==> src/rtl/bus_mem_ctrl.sv <==
`default_nettype none
// ============================================================================
// Module   : bus_mem_ctrl
// Purpose  : Bus-to-d_mem controller that coalesces and forwards write-backs
//            and sequences fill reads onto the d_mem re/we/rdy handshake.
// Revision : 1.0 - initial release
// ============================================================================
module bus_mem_ctrl #(
    parameter int ADDR_W   = 11,
    parameter int DATA_W   = 16,
    parameter int WB_DEPTH = 2
) (
    input  logic              clk,
    input  logic              rst,
    input  logic              req_valid,
    output logic              req_ready,
    input  logic              req_wr,
    input  logic              req_cpu,
    input  logic [ADDR_W-1:0] req_addr,
    input  logic [DATA_W-1:0] req_wdata,
    output logic              rsp_valid,
    output logic              rsp_cpu,
    output logic [DATA_W-1:0] rsp_rdata,
    output logic              wb_empty,
    output logic [ADDR_W-1:0] mem_addr,
    output logic              mem_re,
    output logic              mem_we,
    output logic [DATA_W-1:0] mem_wdata,
    input  logic [DATA_W-1:0] mem_rdata,
    input  logic              mem_rdy
);

    localparam int c_PTR_W = (WB_DEPTH > 1) ? $clog2(WB_DEPTH) : 1;
    localparam int c_CNT_W = $clog2(WB_DEPTH + 1);

    typedef enum logic [1:0] {
        IDLE    = 2'd0,
        RD_WAIT = 2'd1,
        WR_WAIT = 2'd2
    } state_t;

    state_t r_state;
    state_t w_state_nxt;

    // Write buffer storage: circular FIFO with a per-entry valid bit for lookup
    logic [ADDR_W-1:0]  r_ent_addr [WB_DEPTH];
    logic [DATA_W-1:0]  r_ent_data [WB_DEPTH];
    logic [WB_DEPTH-1:0] r_vld;
    logic [c_PTR_W-1:0] r_head;
    logic [c_PTR_W-1:0] r_tail;
    logic [c_CNT_W-1:0] r_count;

    logic               r_cpu;
    logic               r_rsp_valid;
    logic               r_rsp_cpu;
    logic [DATA_W-1:0]  r_rsp_rdata;
    logic               r_wb_empty;
    logic [ADDR_W-1:0]  r_mem_addr;
    logic               r_mem_re;
    logic               r_mem_we;
    logic [DATA_W-1:0]  r_mem_wdata;

    logic               w_full;
    logic               w_req_ready;
    logic               w_accept;
    logic               w_hit;
    logic [c_PTR_W-1:0] w_hit_idx;
    logic [DATA_W-1:0]  w_hit_data;
    logic               w_push;
    logic               w_coal;
    logic               w_pop;
    logic [c_PTR_W-1:0] w_head_inc;
    logic [c_PTR_W-1:0] w_tail_inc;
    logic [c_CNT_W-1:0] w_count_nxt;
    logic               w_cpu_nxt;
    logic               w_rsp_valid_nxt;
    logic               w_rsp_cpu_nxt;
    logic [DATA_W-1:0]  w_rsp_rdata_nxt;
    logic               w_wb_empty_nxt;
    logic [ADDR_W-1:0]  w_mem_addr_nxt;
    logic               w_mem_re_nxt;
    logic               w_mem_we_nxt;
    logic [DATA_W-1:0]  w_mem_wdata_nxt;

    assign w_full      = (r_count == c_CNT_W'(WB_DEPTH));
    assign w_req_ready = (r_state == IDLE) && !w_full && !rst;
    assign w_accept    = req_valid && w_req_ready;

    assign w_head_inc  = (r_head == c_PTR_W'(WB_DEPTH - 1)) ? '0 : r_head + 1'b1;
    assign w_tail_inc  = (r_tail == c_PTR_W'(WB_DEPTH - 1)) ? '0 : r_tail + 1'b1;

    // Entries are unique after coalescing, so at most one can match
    always_comb begin
        w_hit      = 1'b0;
        w_hit_idx  = '0;
        w_hit_data = '0;
        for (int i = 0; i < WB_DEPTH; i++) begin
            if (r_vld[i] && (r_ent_addr[i] == req_addr)) begin
                w_hit      = 1'b1;
                w_hit_idx  = c_PTR_W'(i);
                w_hit_data = r_ent_data[i];
            end
        end
    end

    always_comb begin
        w_state_nxt     = r_state;
        w_push          = 1'b0;
        w_coal          = 1'b0;
        w_pop           = 1'b0;
        w_cpu_nxt       = r_cpu;
        w_rsp_valid_nxt = 1'b0;
        w_rsp_cpu_nxt   = r_rsp_cpu;
        w_rsp_rdata_nxt = r_rsp_rdata;
        w_mem_addr_nxt  = r_mem_addr;
        w_mem_re_nxt    = r_mem_re;
        w_mem_we_nxt    = r_mem_we;
        w_mem_wdata_nxt = r_mem_wdata;
        case (r_state)
            IDLE: begin
                if (w_accept) begin
                    if (req_wr) begin
                        w_coal = w_hit;
                        w_push = !w_hit;
                    end else if (w_hit) begin
                        w_rsp_valid_nxt = 1'b1;
                        w_rsp_rdata_nxt = w_hit_data;
                        w_rsp_cpu_nxt   = req_cpu;
                    end else begin
                        w_mem_addr_nxt = req_addr;
                        w_mem_re_nxt   = 1'b1;
                        w_cpu_nxt      = req_cpu;
                        w_state_nxt    = RD_WAIT;
                    end
                end else if (r_count != '0) begin
                    w_mem_addr_nxt  = r_ent_addr[r_head];
                    w_mem_wdata_nxt = r_ent_data[r_head];
                    w_mem_we_nxt    = 1'b1;
                    w_state_nxt     = WR_WAIT;
                end
            end
            RD_WAIT: begin
                if (mem_rdy) begin
                    w_mem_re_nxt    = 1'b0;
                    w_rsp_valid_nxt = 1'b1;
                    w_rsp_rdata_nxt = mem_rdata;
                    w_rsp_cpu_nxt   = r_cpu;
                    w_state_nxt     = IDLE;
                end
            end
            WR_WAIT: begin
                // Head stays valid (forwardable) until d_mem completes it
                if (mem_rdy) begin
                    w_mem_we_nxt = 1'b0;
                    w_pop        = 1'b1;
                    w_state_nxt  = IDLE;
                end
            end
            default: begin
                w_mem_re_nxt = 1'b0;
                w_mem_we_nxt = 1'b0;
                w_state_nxt  = IDLE;
            end
        endcase
        w_count_nxt    = r_count + c_CNT_W'(w_push) - c_CNT_W'(w_pop);
        w_wb_empty_nxt = (w_count_nxt == '0) && (w_state_nxt != WR_WAIT);
    end

    always_ff @(posedge clk) begin
        if (rst) begin
            r_state <= IDLE;
        end else begin
            r_state <= w_state_nxt;
        end
    end

    always_ff @(posedge clk) begin
        if (rst) begin
            r_vld       <= '0;
            r_head      <= '0;
            r_tail      <= '0;
            r_count     <= '0;
            r_cpu       <= 1'b0;
            r_rsp_valid <= 1'b0;
            r_rsp_cpu   <= 1'b0;
            r_rsp_rdata <= '0;
            r_wb_empty  <= 1'b1;
            r_mem_addr  <= '0;
            r_mem_re    <= 1'b0;
            r_mem_we    <= 1'b0;
            r_mem_wdata <= '0;
        end else begin
            r_count     <= w_count_nxt;
            r_cpu       <= w_cpu_nxt;
            r_rsp_valid <= w_rsp_valid_nxt;
            r_rsp_cpu   <= w_rsp_cpu_nxt;
            r_rsp_rdata <= w_rsp_rdata_nxt;
            r_wb_empty  <= w_wb_empty_nxt;
            r_mem_addr  <= w_mem_addr_nxt;
            r_mem_re    <= w_mem_re_nxt;
            r_mem_we    <= w_mem_we_nxt;
            r_mem_wdata <= w_mem_wdata_nxt;
            if (w_push) begin
                r_ent_addr[r_tail] <= req_addr;
                r_ent_data[r_tail] <= req_wdata;
                r_vld[r_tail]      <= 1'b1;
                r_tail             <= w_tail_inc;
            end
            if (w_coal) begin
                r_ent_data[w_hit_idx] <= req_wdata;
            end
            if (w_pop) begin
                r_vld[r_head] <= 1'b0;
                r_head        <= w_head_inc;
            end
        end
    end

    assign req_ready = w_req_ready;
    assign rsp_valid = r_rsp_valid;
    assign rsp_cpu   = r_rsp_cpu;
    assign rsp_rdata = r_rsp_rdata;
    assign wb_empty  = r_wb_empty;
    assign mem_addr  = r_mem_addr;
    assign mem_re    = r_mem_re;
    assign mem_we    = r_mem_we;
    assign mem_wdata = r_mem_wdata;

endmodule
`default_nettype wire

==> config.mk <==
export PLATFORM = sky130hd
export DESIGN_NAME = bus_mem_ctrl
export DESIGN_NICKNAME = d
export VERILOG_FILES = /design/src/rtl/bus_mem_ctrl.sv
export SDC_FILE = /design/constraint.sdc
export NUM_CORES = 1
export LEC_CHECK = 0
export CAP_MARGIN = 20
export CORE_MARGIN = 3
export CORE_UTILIZATION = 40
export DETAILED_ROUTE_END_ITERATION = 12
export GPL_TIMING_DRIVEN = 1
export SLEW_MARGIN = 20
export SYNTH_ARGS = -nofsm -noshare
export SYNTH_HDL_FRONTEND = slang
export SYNTH_SLANG_ARGS = --single-unit
==> constraint.sdc <==
create_clock -name clk -period 3.35 [get_ports clk]
set_input_delay 0.5025 -clock clk [delete_from_list [all_inputs] [get_ports clk]]
set_output_delay 0.5025 -clock clk [all_outputs]
set_load 0.02 [all_outputs]
-- Yosys cells after proc, flatten, opt, wreduce, memory -nomap -nowiden
Memories as Yosys holds them, arrays and structs flattened. A register that Yosys moved wholly into a read port is not among the register bits.
Index checks and enable logic that the tools add are counted.
- RAM bits: 54
- output and inout bits: 49
- input bits: 49
- memories: 2
- register bits: 41
- memory list (name ; depth ; width ; read ports ; clocked after memory_dff ; wr ports ; line ; text):
    r_ent_data ; 2 ; 16 ; 3 ; 1 ; 1 ; 47 ; logic [DATA_W-1:0] r_ent_data [WB_DEPTH];
    r_ent_addr ; 2 ; 11 ; 3 ; 1 ; 1 ; 46 ; logic [ADDR_W-1:0] r_ent_addr [WB_DEPTH];
- equality and inequality tests: 16
- multiplexer cells: 65
- add/subtract/negate cells: 4
- reduce and logical (&&, ||, !) cells: 24
- bitwise operators: 8
- magnitude comparators: 4
- operator list (cell ; number):
    16-bit 2-to-1 mux ; 7
    11-bit 2-to-1 mux ; 4
    1-bit 2-to-1 mux ; 38
    16-bit case mux with 2 select lines ; 1
    11-bit equality test ; 2
    2-bit inequality test (second input constant) ; 10
    2-bit 2-to-1 mux ; 8
    16-bit OR reduction ; 1
    4-bit AND reduction ; 3
    5-bit AND reduction ; 2
    1-bit logical AND ; 8
    1-bit case mux with 3 select lines ; 2
    2-bit nonzero test ; 3
    1-bit inverter ; 5
    2-bit equality test (second input constant) ; 2
    2-bit zero test ; 2
    1-bit by 2-bit less-than comparator with 1-bit output (second input constant) ; 2
    1-bit case mux with 2 select lines ; 2
    2-bit case mux with 2 select lines ; 1
    1-bit zero test ; 3
    3-bit AND reduction ; 1
    1-bit adder (second input constant) ; 2
    2-bit by 1-bit adder with 2-bit output ; 1
    2-bit bitwise AND ; 1
    8 further kinds ; 10

-- Logic depth before layout (Yosys ltp)
Gate-level depths: netlist of the first run.
- word-level depth: 12
- gate-level depth with buffers: 14
- mapped depth without buffers: 13

-- Worst setup path after synthesis of the first run
OpenSTA, ideal clock, no wires.
- kind: reg-to-reg
- start point: register r_state[1]
- end point: memory r_ent_addr[0][0] (enable)
- slack: 0.587 ns
- period minus slack after synthesis: 2.763 ns
- required time: 2.939 ns
- arrival time: 2.352 ns
- cell stages (with the launch flop): 7
- path buffers: 1
- cells stage by stage: dfxtp_1 inv_1 ha_1 clkbuf_1 and3_1 nand2_1 nor4_1
- word-level cells in the longest chain between the ends: 9
- RTL lines (what ; line ; text):
    start, declared ; 42 ; state_t r_state;
    start signal, assigned ; 173 ; r_state <= w_state_nxt;
    2-bit zero test * ; 86, 119 ;
    1-bit logical AND (2 in series) ; 86 ; assign w_req_ready = (r_state == IDLE) && !w_full && !rst;
    1-bit logical AND ; 87 ; assign w_accept = req_valid && w_req_ready;
    1-bit 2-to-1 mux ; 121 ; if (w_accept) begin
    1-bit 2-to-1 mux * ; 119 ; case (r_state)
    1-bit 2-to-1 mux * ; 203 ; if (w_push) begin
    1-bit 2-to-1 mux * ; 178 ; if (rst) begin
    1-bit 2-to-1 mux (not written as such) * ; 204 ; r_ent_addr[r_tail] <= req_addr;
    end, declared ; 46 ;
Mark *: on every way between the ends. The rest lies on a longest branch, timed or not.

-- Worst setup path in the final report of the first run
- start point: register r_state[1]
- end point: register r_wb_empty, in the netlist wb_empty
- word-level cells in the longest chain between the ends: 10
- elaborated cells between the ends (all ways): 21
- those cells by class: 2 x add/sub; 3 x eq/ne; 9 x mux; 7 x reduce/logical
- RTL lines (what ; line ; text):
    2-bit zero test ; 86, 119 ;
    1-bit logical AND (2 in series) ; 86 ;
    1-bit logical AND ; 87 ;
    1-bit 2-to-1 mux ; 121 ;
    1-bit 2-to-1 mux ; 119 ;
    2-bit by 1-bit adder with 2-bit output ; 165 ; w_count_nxt = r_count + c_CNT_W'(w_push) - c_CNT_W'(w_pop);
    2-bit by 1-bit subtractor with 2-bit output ; 165 ;
    2-bit zero test ; 166 ; w_wb_empty_nxt = (w_count_nxt == '0) && (w_state_nxt != WR_WAIT);
    1-bit logical AND * ; 166 ;
    end signal, assigned ; 198 ; r_wb_empty <= w_wb_empty_nxt;
    end, declared ; 57 ; logic r_wb_empty;
Marks and branches as above.
A chain may end at the register's enable or synchronous reset.

==> out/results.ini, run 1 <==
[layout]
diodes = 0
num-nets-final = 626
multiInputGateArea_um2 = 2150
layout.area.seq_um2 = 2780
design_area_um2 = 6580
stdcell_count = 744
area_growth_pct = 27.4
fillers = 1147
drive_gt1_share_pct = 6.08

[logic_synthesis]
yosys-top-cells-area = edfxtp_1 (31%), dfxtp_1 (22%), mux2i_1 (7.8%)
async_flop_share_pct = 0
synth_warnings = 0
synth_cell_types = 41
synth_ff_type = dfxtp_1
yosysSeqAreaShare_pct = 53.9
synth_top_cell_area_share_pct = 31.4
syn_nets = 541
synthCells = 486
ys_top_cells_by_count = dfxtp_1 (58), edfxtp_1 (54), nor2_1 (51)
avgSynthCellArea_um2 = 10.6
syn_area_um2 = 5160
yosys.area.top_type = edfxtp_1
synth_edf_count = 54
ys_ff_latch = 112
synth_most_common_cell = dfxtp_1

[floorplan]
die_width_um = 120
start_util_pct = 42.0
io_pins = 98
die_area_um2 = 14300
num_rows = 40
fp.dieH_um = 120
core_area_um2 = 12300

[run_status]
outcome = finished, final reports clean

[timing]
finalSetupTns_ns = 0
fin_crit_ns = 2.76
max_freq_mhz = 363
tightest_slew_ns = 1.12
timing_hold_violations_final = 0
rsz0062_at_grt = false
maxSlewViolCount = 0
fin_crit_sh_pct = 82.3
relSlewSlack_pct = 25.3
fin_worst_skew_ns = 0.00493
setup_viol = 0

[grt]
grt_max_degree = 60
grt_first_pass_wirelength_um = 21400
track_usage_pct = 18.9
antenna_found_initial = 0
first_global_vias = 3980
grt_overflow = 0

[setup_path]
worstPathArrival_ns = 3.03
reg2reg_slack_ns = 0.59
crit_path_cell_trace = inv_1, ha_1, and3_1, nand2_1, nor3_1, inv_1, ha_1, inv_1, ha_1, xor2_1, xnor2_1, nor2_1, a211oi_1
cp.required_ns = 3.62
cp-end-kind = register
cp_top_family = simple AND/OR/NAND/NOR gates
timing.rr.end = wb_empty$_SDFF_PP1_
worstSetupPathType = reg2reg
critPathLaunchType = register
cp_slowest_stage_delay_ns = 0.37
path_buf_inv = 3
crit_fanout = 11
r2r_cells = 13
crit_path_start = r_state[1]$_SDFF_PP0_
worstReg2RegStart = r_state[1]$_SDFF_PP0_
cp-endpoint = wb_empty$_SDFF_PP1_
cp_num_cells = 13
slowest_stage = ha_1

[drt]
wl_per_cell_um = 17.6
firstDrtPassIters = 4
routed_wl_um = 13100
ant_nets = 0
vias = 3965
route.detailed.drc = 0
first_iter_violations = 284
vias_per_cell = 5.33

[placed_design]
port_buffers = 97
dp_cells = 728
hpwl_um = 9130
place_area_um2 = 6330
gp_congestion = 0.840

[pwr]
power_density_nw_per_um2 = 683
worst_ir_drop_vdd_v = 0.000317
p_leak_uw = 0.00215

[flow_run]
max_cap_viol_count = 0

[clocking]
holdBufCountCts = 0
cts_buffers = 9
cts_max_path_buffers = 2
post_cts_resize_count = 0
post_cts_buffers = 0
cts_num_sinks = 112
clk_pin_slew_worst_paths_ns = 0.07
clockRootBuffer = clkbuf_16
tritoncts = built
worstSkewPairLatency_ns = 0.35
cts_max_level = 3

[min_path]
hold_path_class = reg2reg

[worst min-delay path by stage]
stage	start	to	slack, ns	cells after the start
after CTS	rsp_rdata[13]$_SDFFE_PP0P_	rsp_rdata[13]$_SDFFE_PP0P_	0.47	2
after global placement	rsp_cpu$_SDFFE_PP0P_	rsp_cpu$_SDFFE_PP0P_	0.46	2
after detailed placement	rsp_rdata[13]$_SDFFE_PP0P_	rsp_rdata[13]$_SDFFE_PP0P_	0.46	2
final	rsp_rdata[13]$_SDFFE_PP0P_	rsp_rdata[13]$_SDFFE_PP0P_	0.46	2
after floorplan	r_vld[1]$_SDFF_PP0_	r_vld[1]$_SDFF_PP0_	0.45	1
after global routing	rsp_rdata[13]$_SDFFE_PP0P_	rsp_rdata[13]$_SDFFE_PP0P_	0.50	2
[layout make-up]
cell class	instances	share of cell area, %
Clock inverter	6	0.399
Tap cell	168	3.19
Multi-Input combinational cell	311	32.6
Clock buffer	10	3.48
Timing Repair Buffer	113	16.7
Sequential cell	112	42.3
Inverter	24	1.37
[state kept, by name (all words and copies together) (netlist names), named ones only]
signal	flops
r_cpu	1
r_count	2
r_tail	1
r_head	1
r_vld	2
rsp_cpu	1
r_state	2
mem_wdata	16
mem_we	1
mem_addr	11
r_ent_data	32
rsp_valid	1
mem_re	1
rsp_rdata	16
r_ent_addr	22
wb_empty	1
[worst register-to-register path, cell delays in order (launching register included)]
cell	delay [ns]
dfxtp_1	0.34
inv_1	0.10
ha_1	0.37
and3_1	0.26
nand2_1	0.13
nor3_1	0.37
inv_1	0.08
ha_1	0.27
inv_1	0.06
ha_1	0.14
xor2_1	0.18
xnor2_1	0.13
nor2_1	0.06
a211oi_1	0.18
[cells by family after synthesis]
kind of cell	synth area share, %
xor gates and xnor gates	4.41
and+or+nand+nor	12.5
AOI/OAI and AO/OA	15.1
DFF	53.9
adders and majority gates	1.45
buffers and inverters	4.89
muxes	7.75
[per-layer routing]
layer / track usage (%) / share of wire, % / wire [um]
met4: 7.59 / 2.0 / 261
met5: 0 / 0 / 0
met2: 32.2 / 51 / 6680
met3: 3.06 / 4.2 / 547
met1: 23.9 / 43 / 5640
[metrics by stage]
stage                     power, uW  hold WS [ns]  utilization (%)  worst slack, ns
after global placement         3560         0.456             51.4            0.304
after CTS                      4550         0.469             53.5            0.586
final                          4500         0.464             53.5            0.592
after detailed placement       3580         0.460             51.4            0.232
after floorplan                2900         0.455                -            0.587
after global routing           4760         0.497             53.5            0.264
[report_power, final]
part	internal [uW]	leakage, uW	switching (uW)	total, uW
Clock	493	0.000125	469	962
Combinational	772	0.00107	913	1680
Sequential	1680	0.000961	173	1850
[layout by cell type, fill, tap and decap left out, types with 2 or more instances in the layout]
master / synthesis / routed
a211oi_1: 18 / 18
a21oi_1: 32 / 32
a41oi_1: 16 / 16
and2_1: 2 / 2
and3_1: 2 / 2
and4_1: 3 / 3
buf_4: 1 / 15
clkbuf_16: 0 / 9
clkdlybuf4s50_1: 0 / 96
clkinv_1: 0 / 3
clkinv_2: 0 / 2
dfxtp_1: 58 / 58
edfxtp_1: 54 / 54
ha_1: 6 / 6
inv_1: 24 / 24
mux2i_1: 40 / 40
nand2_1: 9 / 9
nand2b_1: 18 / 18
nand3_1: 18 / 18
nand4_1: 7 / 7
nor2_1: 51 / 51
nor2b_1: 4 / 4
nor3_1: 8 / 7
nor4_1: 3 / 2
nor4_2: 1 / 2
o2111ai_1: 16 / 16
o21a_1: 2 / 2
o31ai_1: 17 / 16
or3_1: 2 / 2
xnor2_1: 24 / 24
xor2_1: 2 / 2
(Power assumes the default switching activity.)
==> inputs of run 2 (changes only) <==
- clock period: 3.35 -> 2.76 ns (I/O delays scaled with it)
==> run 2 against run 1 <==
  * Critical path type is now in2reg
  * Critical endpoint is now r_ent_data[0][13]$_DFFE_PP_
  * Sequential power rose by 21%
  * Core utilization rose by 2.9 points
  * Largest cell class unchanged
  * Worst setup slack got worse by 0.42 ns
  * Highest routed layer unchanged
  * Critical path depth is 4 lower
  * Cell area increased by 5.5%
  * Cell count rose by 3.1%
  * Combinational power is 29% higher
==> out/results.ini, run 2 (synthesized netlist as in run 1, its figures left out) <==
[run_status]
outcome = finished, final reports clean

[setup_path]
cp_slowest_stage_delay_ns = 0.50  ; +0.13 ns
path_buf_inv = 3  ; unchanged
worstSetupPathType = in2reg
cp_top_family = simple AND/OR/NAND/NOR gates
critPathLaunchType = primary input
slowest_stage = clkdlybuf4s50_1
crit_fanout = 16  ; +5
cp-end-kind = register
cp.required_ns = 2.82  ; -0.80 ns
crit_path_cell_trace = clkdlybuf4s50_1, xnor2_2, nand4_1, nor4_4, buf_4, nand2_1, a22oi_1, nor2b_1, buf_12
worstPathArrival_ns = 2.64  ; -0.39 ns

[pwr]
p_leak_uw = 0.00239  ; +11%
power_density_nw_per_um2 = 837  ; +23%
worst_ir_drop_vdd_v = 0.000526  ; +66%

[floorplan]
die_area_um2 = 14300  ; unchanged
die_width_um = 120  ; unchanged
fp.dieH_um = 120  ; unchanged
num_rows = 40  ; unchanged
io_pins = 98  ; unchanged
start_util_pct = 42.0  ; unchanged
core_area_um2 = 12300  ; unchanged

[timing]
fin_crit_sh_pct = 93.7
fin_crit_ns = 2.59
holdWs_ns = 0.460  ; -0.00390 ns
maxSlewViolCount = 0  ; unchanged
fin_worst_skew_ns = 0.00836  ; +0.00343 ns
rsz0062_at_grt = false
max_freq_mhz = 387
timing_hold_violations_final = 0  ; unchanged
setup_viol = 0  ; unchanged
tightest_slew_ns = 0.849  ; -0.269 ns
relSlewSlack_pct = 42.9  ; +18 points

[flow_run]
max_cap_viol_count = 0  ; unchanged

[layout]
drive_gt1_share_pct = 12.0  ; +5.9 points
final_cell_mix = clkdlybuf4s50_1 (93), dfxtp_1 (58), edfxtp_1 (54), nor2_1 (51), mux2i_1 (40)
num-nets-final = 649  ; +3.7%
area_growth_pct = 34.4
final_common_cell = clkdlybuf4s50_1
reg_top3 = r_ent_data: 32 flops, r_ent_addr: 22 flops
largest_register_ffs = 32  ; unchanged
diodes = 0  ; unchanged
largest_register = r_ent_data
design_area_um2 = 6940  ; +5.5%

[drt]
vias_per_cell = 5.30  ; -0.48%
vias = 4068  ; +2.6%
firstDrtPassIters = 5  ; +1
routed_wl_um = 13400  ; +2.4%
wl_per_cell_um = 17.5  ; -0.70%
first_iter_violations = 279  ; -1.8%
route.detailed.drc = 0  ; unchanged
ant_nets = 0  ; unchanged

[clocking]
tritoncts = built
post_cts_buffers = 0  ; unchanged
cts_buffers = 9  ; unchanged
clk_pin_slew_worst_paths_ns = 0.07  ; about the same
clockRootBuffer = clkbuf_16
cts_max_path_buffers = 2  ; unchanged
cts_num_sinks = 112  ; unchanged
worstSkewPairLatency_ns = 0.35  ; about the same
cts_max_level = 3  ; unchanged

[grt]
grt_first_pass_wirelength_um = 21700  ; +1.4%
first_global_vias = 4036  ; +1.4%
antenna_found_initial = 0  ; unchanged
grt_max_degree = 60  ; unchanged
grt_overflow = 0  ; unchanged
track_usage_pct = 19.2  ; +0.30 points

[placed_design]
port_buffers = 97  ; unchanged
place_area_um2 = 6530  ; +3.1%
gp_congestion = 0.845  ; +0.60%
hpwl_um = 9470  ; +3.7%

[min_path]
hold_path_class = in2reg

[run 2: cell types whose count changed in the layout (fill, tap and decap cells not counted), moves of 3 or more]
cell,delta
buf_4,+21
clkdlybuf4s50_1,-3
clkinv_1,-3
dlymetal6s2s_1,+3
xnor2_1,-10
xnor2_2,+10
[run 2: what timing repair did]
action	in CTS	in global routing
hold buffers	0	0
endpoints found under the setup margin	0	17
resized for setup	0	15
[run 2: path summary, 6_finish.rpt]
check                        startpoint                          end  slack (ns)  depth (start not counted)
max                         req_addr[7]  r_ent_data[0][13]$_DFFE_PP_        0.17                          9
min                         req_addr[0]   r_ent_addr[1][0]$_DFFE_PP_        0.46                          1
max reg2reg  r_ent_addr[0][3]$_DFFE_PP_    rsp_rdata[9]$_SDFFE_PP0P_        0.30                          7
min reg2reg   rsp_rdata[5]$_SDFFE_PP0P_    rsp_rdata[5]$_SDFFE_PP0P_        0.47                          2
[run 2: cell type report]
| class | instances | area (um2) |
|---|---|---|
| inverter | 24 | 90.1 |
| clock inverter | 6 | 92.6 |
| multi-input combinational | 311 | 2230 |
| fill | 1100 | 5370 |
| tap | 168 | 210 |
| sequential | 112 | 2780 |
| clock buffer | 10 | 229 |
| timing repair buffer | 136 | 1300 |
[run 2: metal layers]
layer,GRT usage (%),part of all wire [%],vias up
li1,-,-,2015
met1,26.7,46,1911
met4,7.02,2.1,0
met2,30.2,47,122
met3,3.25,4.6,20
met5,0,0,-
[run 2: report_power, final]
group          total [uW]  internal [uW]  switching [uW]
clock network        1410            802             612
logic                2170           1020            1150
registers            2230           2040             192
[run 2: through the flow]
stage	TNS, ns	worst slack [ns]	std cells	total power, uW	util (%)
floorplan	0	0.103	486	3520	-
global placement	-3.37	-0.153	751	4380	53.0
detailed placement	-3.65	-0.189	751	4410	53.0
CTS	0	0.154	767	5830	55.6
global route	0	0.0168	767	6160	56.4
finish	0	0.174	767	5810	56.4
